===== src/rtl/bitwise_pipe_unit.sv =====
// Multi-lane registered bitwise logic unit (AND/OR/XOR/XNOR) with per-lane parity
// and an accumulate mode that folds a burst of beats into a single result.
module bitwise_pipe_unit #(
  parameter int unsigned DATA_WIDTH = 32,
  parameter int unsigned LANES      = 4,
  parameter int unsigned OP_W       = 2
) (
  input  logic                        clk_i,
  input  logic                        rst_n_i,
  input  logic                        in_valid_i,
  output logic                        in_ready_o,
  input  logic [LANES*DATA_WIDTH-1:0] a_i,
  input  logic [LANES*DATA_WIDTH-1:0] b_i,
  input  logic [OP_W-1:0]             op_i,
  input  logic                        acc_i,
  input  logic                        last_i,
  output logic                        out_valid_o,
  input  logic                        out_ready_i,
  output logic [LANES*DATA_WIDTH-1:0] c_o,
  output logic [LANES-1:0]            parity_o,
  output logic                        acc_busy_o
);

  localparam int unsigned BUS_W = LANES * DATA_WIDTH;

  localparam logic [OP_W-1:0] OP_AND = OP_W'(0);
  localparam logic [OP_W-1:0] OP_OR  = OP_W'(1);
  localparam logic [OP_W-1:0] OP_XOR = OP_W'(2);

  logic [BUS_W-1:0] r_c;
  logic [LANES-1:0] r_par;
  logic             r_valid;
  logic             r_busy;
  logic [BUS_W-1:0] r_acc;
  logic [OP_W-1:0]  r_lop;

  logic             w_accept;
  logic             w_produce;
  logic             w_in_burst;
  logic [OP_W-1:0]  w_op;
  logic [BUS_W-1:0] w_r;
  logic [BUS_W-1:0] w_acc_next;
  logic [BUS_W-1:0] w_res;
  logic [LANES-1:0] w_par;

  // Every op is purely bitwise, so lanes never interact and the whole bus is processed at once.
  function automatic logic [BUS_W-1:0] bit_op(input logic [OP_W-1:0]  op,
                                              input logic [BUS_W-1:0] x,
                                              input logic [BUS_W-1:0] y);
    case (op)
      OP_AND:  bit_op = x & y;
      OP_OR:   bit_op = x | y;
      OP_XOR:  bit_op = x ^ y;
      default: bit_op = ~(x ^ y);
    endcase
  endfunction

  assign in_ready_o  = !r_valid || out_ready_i;
  assign out_valid_o = r_valid;
  assign c_o         = r_c;
  assign parity_o    = r_par;
  assign acc_busy_o  = r_busy;

  // Beat datapath: subsequent burst beats use the op latched on the first beat.
  always_comb begin
    w_accept   = in_valid_i && in_ready_o;
    w_in_burst = acc_i && r_busy;
    w_produce  = w_accept && (!acc_i || last_i);
    w_op       = w_in_burst ? r_lop : op_i;
    w_r        = bit_op(w_op, a_i, b_i);
    w_acc_next = bit_op(r_lop, r_acc, w_r);
    w_res      = w_in_burst ? w_acc_next : w_r;
    w_par      = '0;
    for (int unsigned k = 0; k < LANES; k++) begin
      w_par[k] = ^w_res[k*DATA_WIDTH +: DATA_WIDTH];
    end
  end

  always_ff @(posedge clk_i or negedge rst_n_i) begin
    if (!rst_n_i) begin
      r_c     <= '0;
      r_par   <= '0;
      r_valid <= 1'b0;
      r_busy  <= 1'b0;
      r_acc   <= '0;
      r_lop   <= '0;
    end else begin
      if (w_produce) begin
        r_c     <= w_res;
        r_par   <= w_par;
        r_valid <= 1'b1;
      end else if (out_ready_i) begin
        r_valid <= 1'b0;
      end
      // Elementwise beats leave burst state alone, even mid-burst.
      if (w_accept && acc_i) begin
        if (!r_busy) begin
          r_lop  <= op_i;
          r_acc  <= w_r;
          r_busy <= !last_i;
        end else if (last_i) begin
          r_acc  <= '0;
          r_busy <= 1'b0;
        end else begin
          r_acc  <= w_acc_next;
        end
      end
    end
  end

endmodule

===== config.mk =====
export PLATFORM = sky130hd
export DESIGN_NAME = bitwise_pipe_unit
export DESIGN_NICKNAME = d
export VERILOG_FILES = /design/src/rtl/bitwise_pipe_unit.sv
export SDC_FILE = /design/constraint.sdc
export NUM_CORES = 1
export LEC_CHECK = 0
export CORE_MARGIN = 5
export CORE_UTILIZATION = 60
export DETAILED_ROUTE_END_ITERATION = 12
export PLACE_DENSITY = 0.95
export RECOVER_POWER = 100
export SYNTH_ARGS = -nofsm -noshare
export SYNTH_HDL_FRONTEND = slang
export SYNTH_SLANG_ARGS = --single-unit
export TNS_END_PERCENT = 1

===== constraint.sdc =====
create_clock -name clk_i -period 8.5 [get_ports clk_i]
set_input_delay 2.125 -clock clk_i [delete_from_list [all_inputs] [get_ports clk_i]]
set_output_delay 2.125 -clock clk_i [all_outputs]
set_load 0.005 [all_outputs]

# Yosys cells after proc, flatten, opt, wreduce, memory -nomap -nowiden
# Index checks and enable logic that the tools add are counted.
# word_totals
register_bits	264
in_bits	264
out_inout_bits	135
wordCells	46
# classes
eq_ne	4
muxes	10
bitwise_logic	9
n_reduce_logical	17
# op_table
operator	n
128-bit case mux with 3 select lines	2
128-bit 2-to-1 mux	3
128-bit AND	2
128-bit NOT	2
128-bit OR	2
128-bit bitwise XOR	2
32-bit XOR reduction	4
2-bit by 1-bit == test with 1-bit output (second input constant)	2
2-bit == test (second input constant)	2
1-bit logical AND	4
2-bit zero test	2
1-bit 2-to-1 mux	4
1-bit zero test	3
1-bit logical OR	2
2-bit 2-to-1 mux	1
2-bit AND reduction	1
2-bit nonzero test	1
1-bit NOT	1

# Depth between registers and ports, before layout
# Gate-level depths: netlist of run 1.
# depth
word_depth	9
mapped_depth	28

# Worst setup path before layout of run 1
# Ideal clock, no wire load.
# synth_timing
path_kind	input -> register
from	in op_i[0]
to	reg r_par[2], in the netlist parity_o[2]
t_arrival_ns	6.799
required_ns	8.424
path_slack_ns	1.625
path_stages	23
path_buffers	9
path_cell_list	buf_2 -> a21boi_4 -> or2_1 -> buf_6 -> buf_6 -> buf_6 -> buf_2 -> buf_2 -> buf_2 -> buf_2 -> buf_2 -> xnor2_1 -> mux2_2 -> ha_1 -> xor2_1 -> a222oi_1 -> o21ai_0 -> xnor2_1 -> xnor3_1 -> xnor2_1 -> xnor3_1 -> xnor3_1 -> o21ai_1
# synth_via
elab_chain_cells	8
elab_cells_between_ends	12
classes_between	eq/ne (2); mux (4); bitwise (4); reduce/logical (2)
# synth_rtl
element	line_no	source
from (decl)	14	input logic [OP_W-1:0] op_i,
2-bit 2-to-1 mux (*)	69	w_op = w_in_burst ? r_lop : op_i;
2-bit == test, or another cell as far along	50	case (op)
128-bit case mux with 3 select lines (*)	50	
128-bit bitwise XOR	53, 54	
128-bit NOT	54	default: bit_op = ~(x ^ y);
128-bit case mux with 3 select lines	50	
128-bit 2-to-1 mux (*)	72	w_res = w_in_burst ? w_acc_next : w_r;
32-bit XOR reduction (*)	75	w_par[k] = ^w_res[k*DATA_WIDTH +: DATA_WIDTH];
to (signal assigned)	90	r_par <= w_par;
to (decl)	31	logic [LANES-1:0] r_par;
# Every way passes the cells marked *; elsewhere a longest branch is shown, timed or not.
# A chain may end at the register's enable or synchronous reset.

# Worst setup path in the final report of run 1
# layout_timing
from	in acc_i
to	reg r_par[0], in the netlist parity_o[0]
# layout_via
elab_chain_cells	9
elab_cells_between_ends	16
classes_between	eq/ne (2); mux (4); bitwise (4); reduce/logical (6)
# layout_rtl
element	line_no	source
from (decl)	15	input logic acc_i,
1-bit logical AND	67	w_in_burst = acc_i && r_busy;
2-bit 2-to-1 mux	69	
2-bit == test, or another cell as far along	50	
128-bit case mux with 3 select lines	50	
128-bit bitwise XOR	53, 54	
128-bit NOT	54	
128-bit case mux with 3 select lines	50	
128-bit 2-to-1 mux	72	
32-bit XOR reduction	75	
# Several ways; a longest one is shown, not always the timed one.

==> impl_metrics.toml, run 1 <==
[run_status]
outcome = "finished, violations left"
violations = "max-capacitance violations, max-slew violations"

[placement]
gp_congestion = 0.893
place_ws_ns = 1.16
port-buffer-count = 398
dpl_cell_area_sq_um = 34300
dp_hpwl_mm = 69.8

[power_and_ir_drop]
power_density_nw_per_um2 = 259
p_switching_mw = 4.08
clockPowerShare = 0.152
p_int_mw = 5.04
irDropWorstVdd_v = 0.000264
seqPwrFrac = 0.220
sw_frac_of_total = 0.447
p_comb_frac = 0.628
p_leak_nw = 16.8

[sta]
finalSetupTns_ns = 0
clock.fmax_ghz = 0.132
rsz0062_at_grt = "no"
setup_viol = 0
finClkSkew_ns = 0.00861
tightest_slew_ns = 4.03
timing.final.crit_share = 0.888
max-slew-margin-rel = -1.68
slew_violations = 694
fin_crit_ns = 7.55
layout_setup_ws_ns = 0.951
hold_viol = 0

[cells_and_area]
layout-drive-gt1-share = 0.0469
finalInstanceArea_sq_um = 35200
area_delta_synth_final_pct = 16.4
fillerInstances = 3587
ff_latch_area_sq_um = 6610
finalNetCount = 4830
multi_input_area_sq_um = 20600

[setup_path]
rr_worst_depth = 17
start_kind = "input port"
crit_path_end_kind = "flip-flop"
cp.required_ns = 8.91
critical_path_class = "in2reg"
critical_path_arrival_ns = 7.96
critPathMaxFanout = 49

[logic_synthesis]
synth-seq-cells = 264
ys_types = 71
synthMuxAreaShare = 0.0273
synth-main-ff-cell = "dfrtp_1"
netlist_instances = 3899
synth_compound_area_frac = 0.221
synthTopCellsByArea = "dfrtp_1 22%, ha_1 20%, xnor2_1 7.4%"
yosysTopAreaCell = "dfrtp_1"
synth_area_sq_um = 30300
synth_common_cells = "472 x ha_1, 467 x inv_1, 389 x o21ai_0"
synthesis.nets = 4635
async_flop_share = 1.00
synth.most_common_cell = "ha_1"
synth_edf_count = 0
synth_top_family_by_area = "compound AO/OA/AOI/OAI gates"
syn_avg_cell_area_sq_um = 7.76
synthSimpleGateAreaFrac = 0.101
ys_seq_area_frac = 0.218
synth_fa_ha_area_frac = 0.195
synth_xor_area_frac = 0.135
ys_warn_count = 0
synth_top_cell_area_share = 0.218

[global_route]
grt_max_degree = 158
grt_busiest_layer = "met2"
grt-ovfl-total = 0
grt.total_usage = 0.353
antenna_found_initial = 9
met2_usage = 0.578
grt_pass1_vias = 29380
met1_usage = 0.425
grt_pass1_wl_mm = 157
met3_usage = 0.0704

[clock_tree]
clock_sinks = 264
post-cts-setup-buffers = 0
insertion_delay_ns = 0.60
clk_pin_slew_ns = 0.06
cts_root_buffer = "clkbuf_16"
post_cts_resized = 0
htree_levels = 1
cts_buffers = 31
clockBufferDepth = 3
ctsHoldBuffers = 0
cts_tree = "yes"

[run]
maxCapViolCount = 9

[route]
drc = 0
dr_total_vias = 29887
dr.pass1.iters = 8
post_drt_wl_per_cell_um = 21.2
ant_nets = 0
drt_iter0_drc = 3462
vias_per_cell = 6.24
wl_mm = 102

[floorplanning]
dieArea_sq_um = 55000
die_w_um = 235
die_h_um = 235
num_rows = 82
core-area_sq_um = 50100
initial_core_util = 0.604
ios = 399

[hold_path]
hp-class = "reg2reg"
holdPathStages = 2
[final timing paths]
| check | start | slack, ns | end |
|---|---|---|---|
| setup / recovery | acc_i | 0.95 | parity_o[0] |
| hold / removal | c_o[125] | 0.47 | c_o[125] |
| setup reg to reg | acc_busy_o | 1.49 | parity_o[0] |
| hold reg to reg | c_o[125] | 0.47 | c_o[125] |
| max in group asynchronous | rst_n_i | 2.15 | r_acc[35] |
| min in group asynchronous | rst_n_i | 2.56 | c_o[68] |
[state kept, by name, summed over array words and instances (netlist names)]
register	cells
out_valid_o	1
r_lop	2
r_acc	128
c_o	128
acc_busy_o	1
parity_o	4
[logic make-up (layout without fill, tap and decap cells)]
group | Yosys count | after routing
simple gates | 761 | 761
fa+ha+maj | 472 | 472
flops | 264 | 264
other cells | 0 | 8
xor+xnor | 442 | 442
mux | 75 | 75
buf+inv | 751 | 965
compound gates | 1134 | 1134
[power by group through the flow]
| stage | registers (mW) | clock network, mW | logic, mW |
|---|---|---|---|
| floorplan | 1.89 | 0 | 4.07 |
| global placement | 2.00 | 0 | 5.42 |
| detailed placement | 2.02 | 0 | 5.65 |
| CTS | 2.00 | 1.39 | 5.72 |
| global route | 2.05 | 1.43 | 6.22 |
| finish | 2.01 | 1.38 | 5.73 |
[critical path, stage by stage]
cell and delay (ns):
dlygate4sd3_1 0.58, and3_1 0.87, or2_4 0.72, buf_4 0.42, a21oi_1 0.17, o21ai_0 0.25, inv_1 0.10, ha_1 0.18
o21ai_0 0.24, o22ai_1 0.14, a221oi_1 0.55, xnor2_1 0.20, xnor2_1 0.22, xnor3_1 0.37, xnor3_1 0.37, xnor2_1 0.20
xnor2_1 0.14, o21ai_1 0.08
[metrics by stage]
step / cells / total power [mW] / utilization / hold WS (ns)
after floorplan: 3899 / 5.96 / - / 0.469
after global placement: 4733 / 7.43 / 0.685 / 0.461
after detailed placement: 4733 / 7.67 / 0.685 / 0.469
after CTS: 4785 / 9.11 / 0.705 / 0.482
after global routing: 4790 / 9.69 / 0.703 / 0.489
final: 4793 / 9.12 / 0.704 / 0.473
[area by class of cell]
cell class / count / share of cell area
antenna: 8 / 0.000568
clock buffer: 45 / 0.0258
clock inverter: 7 / 0.00242
inverter: 469 / 0.0500
multi-input combinational: 2884 / 0.585
sequential: 264 / 0.188
tap: 672 / 0.0239
timing repair buffer: 444 / 0.124
[cells in the final DEF (no fill, tap or decap), drive strengths merged, types with 5 or more instances in the layout]
cell type and n:
nand2b 18, o21ai 407, a31oi 10, a311oi 12
a221oi 34, a32oi 5, dlygate4sd3 136, a31o 7
clkdlybuf4s50 259, buf 42, mux2 50, a222oi 14
nand3 13, mux2i 25, inv 469, xnor3 16
nor3 44, a211oi 67, a21boi 9, clkinv 5
xnor2 257, ha 472, nand2 389, o22ai 84
nor2 275, diode 8, o31ai 12, o211ai 27
nor2b 6, dfrtp 264, xor2 169, o21a 7
a21oi 383, a22oi 31, clkbuf 52
[layer usage]
layer / share of wire / wire length, um
met1: 0.36 / 36400
met5: 0.00012 / 12
met3: 0.11 / 11600
met4: 0.077 / 7800
met2: 0.45 / 45900
Power figures use the tool's default switching activity.
==> run 2: changes to the inputs <==
--- a/config.mk
+++ b/config.mk
@@ -10,6 +10,7 @@
 export DETAILED_ROUTE_END_ITERATION = 12
 export PLACE_DENSITY = 0.95
 export RECOVER_POWER = 100
+export SETUP_SLACK_MARGIN = 0.02
 export SYNTH_ARGS = -nofsm -noshare
 export SYNTH_HDL_FRONTEND = slang
 export SYNTH_SLANG_ARGS = --single-unit
==> results of run 2 <==
No change in the layout: final DEF, timing and power equal those of run 1.
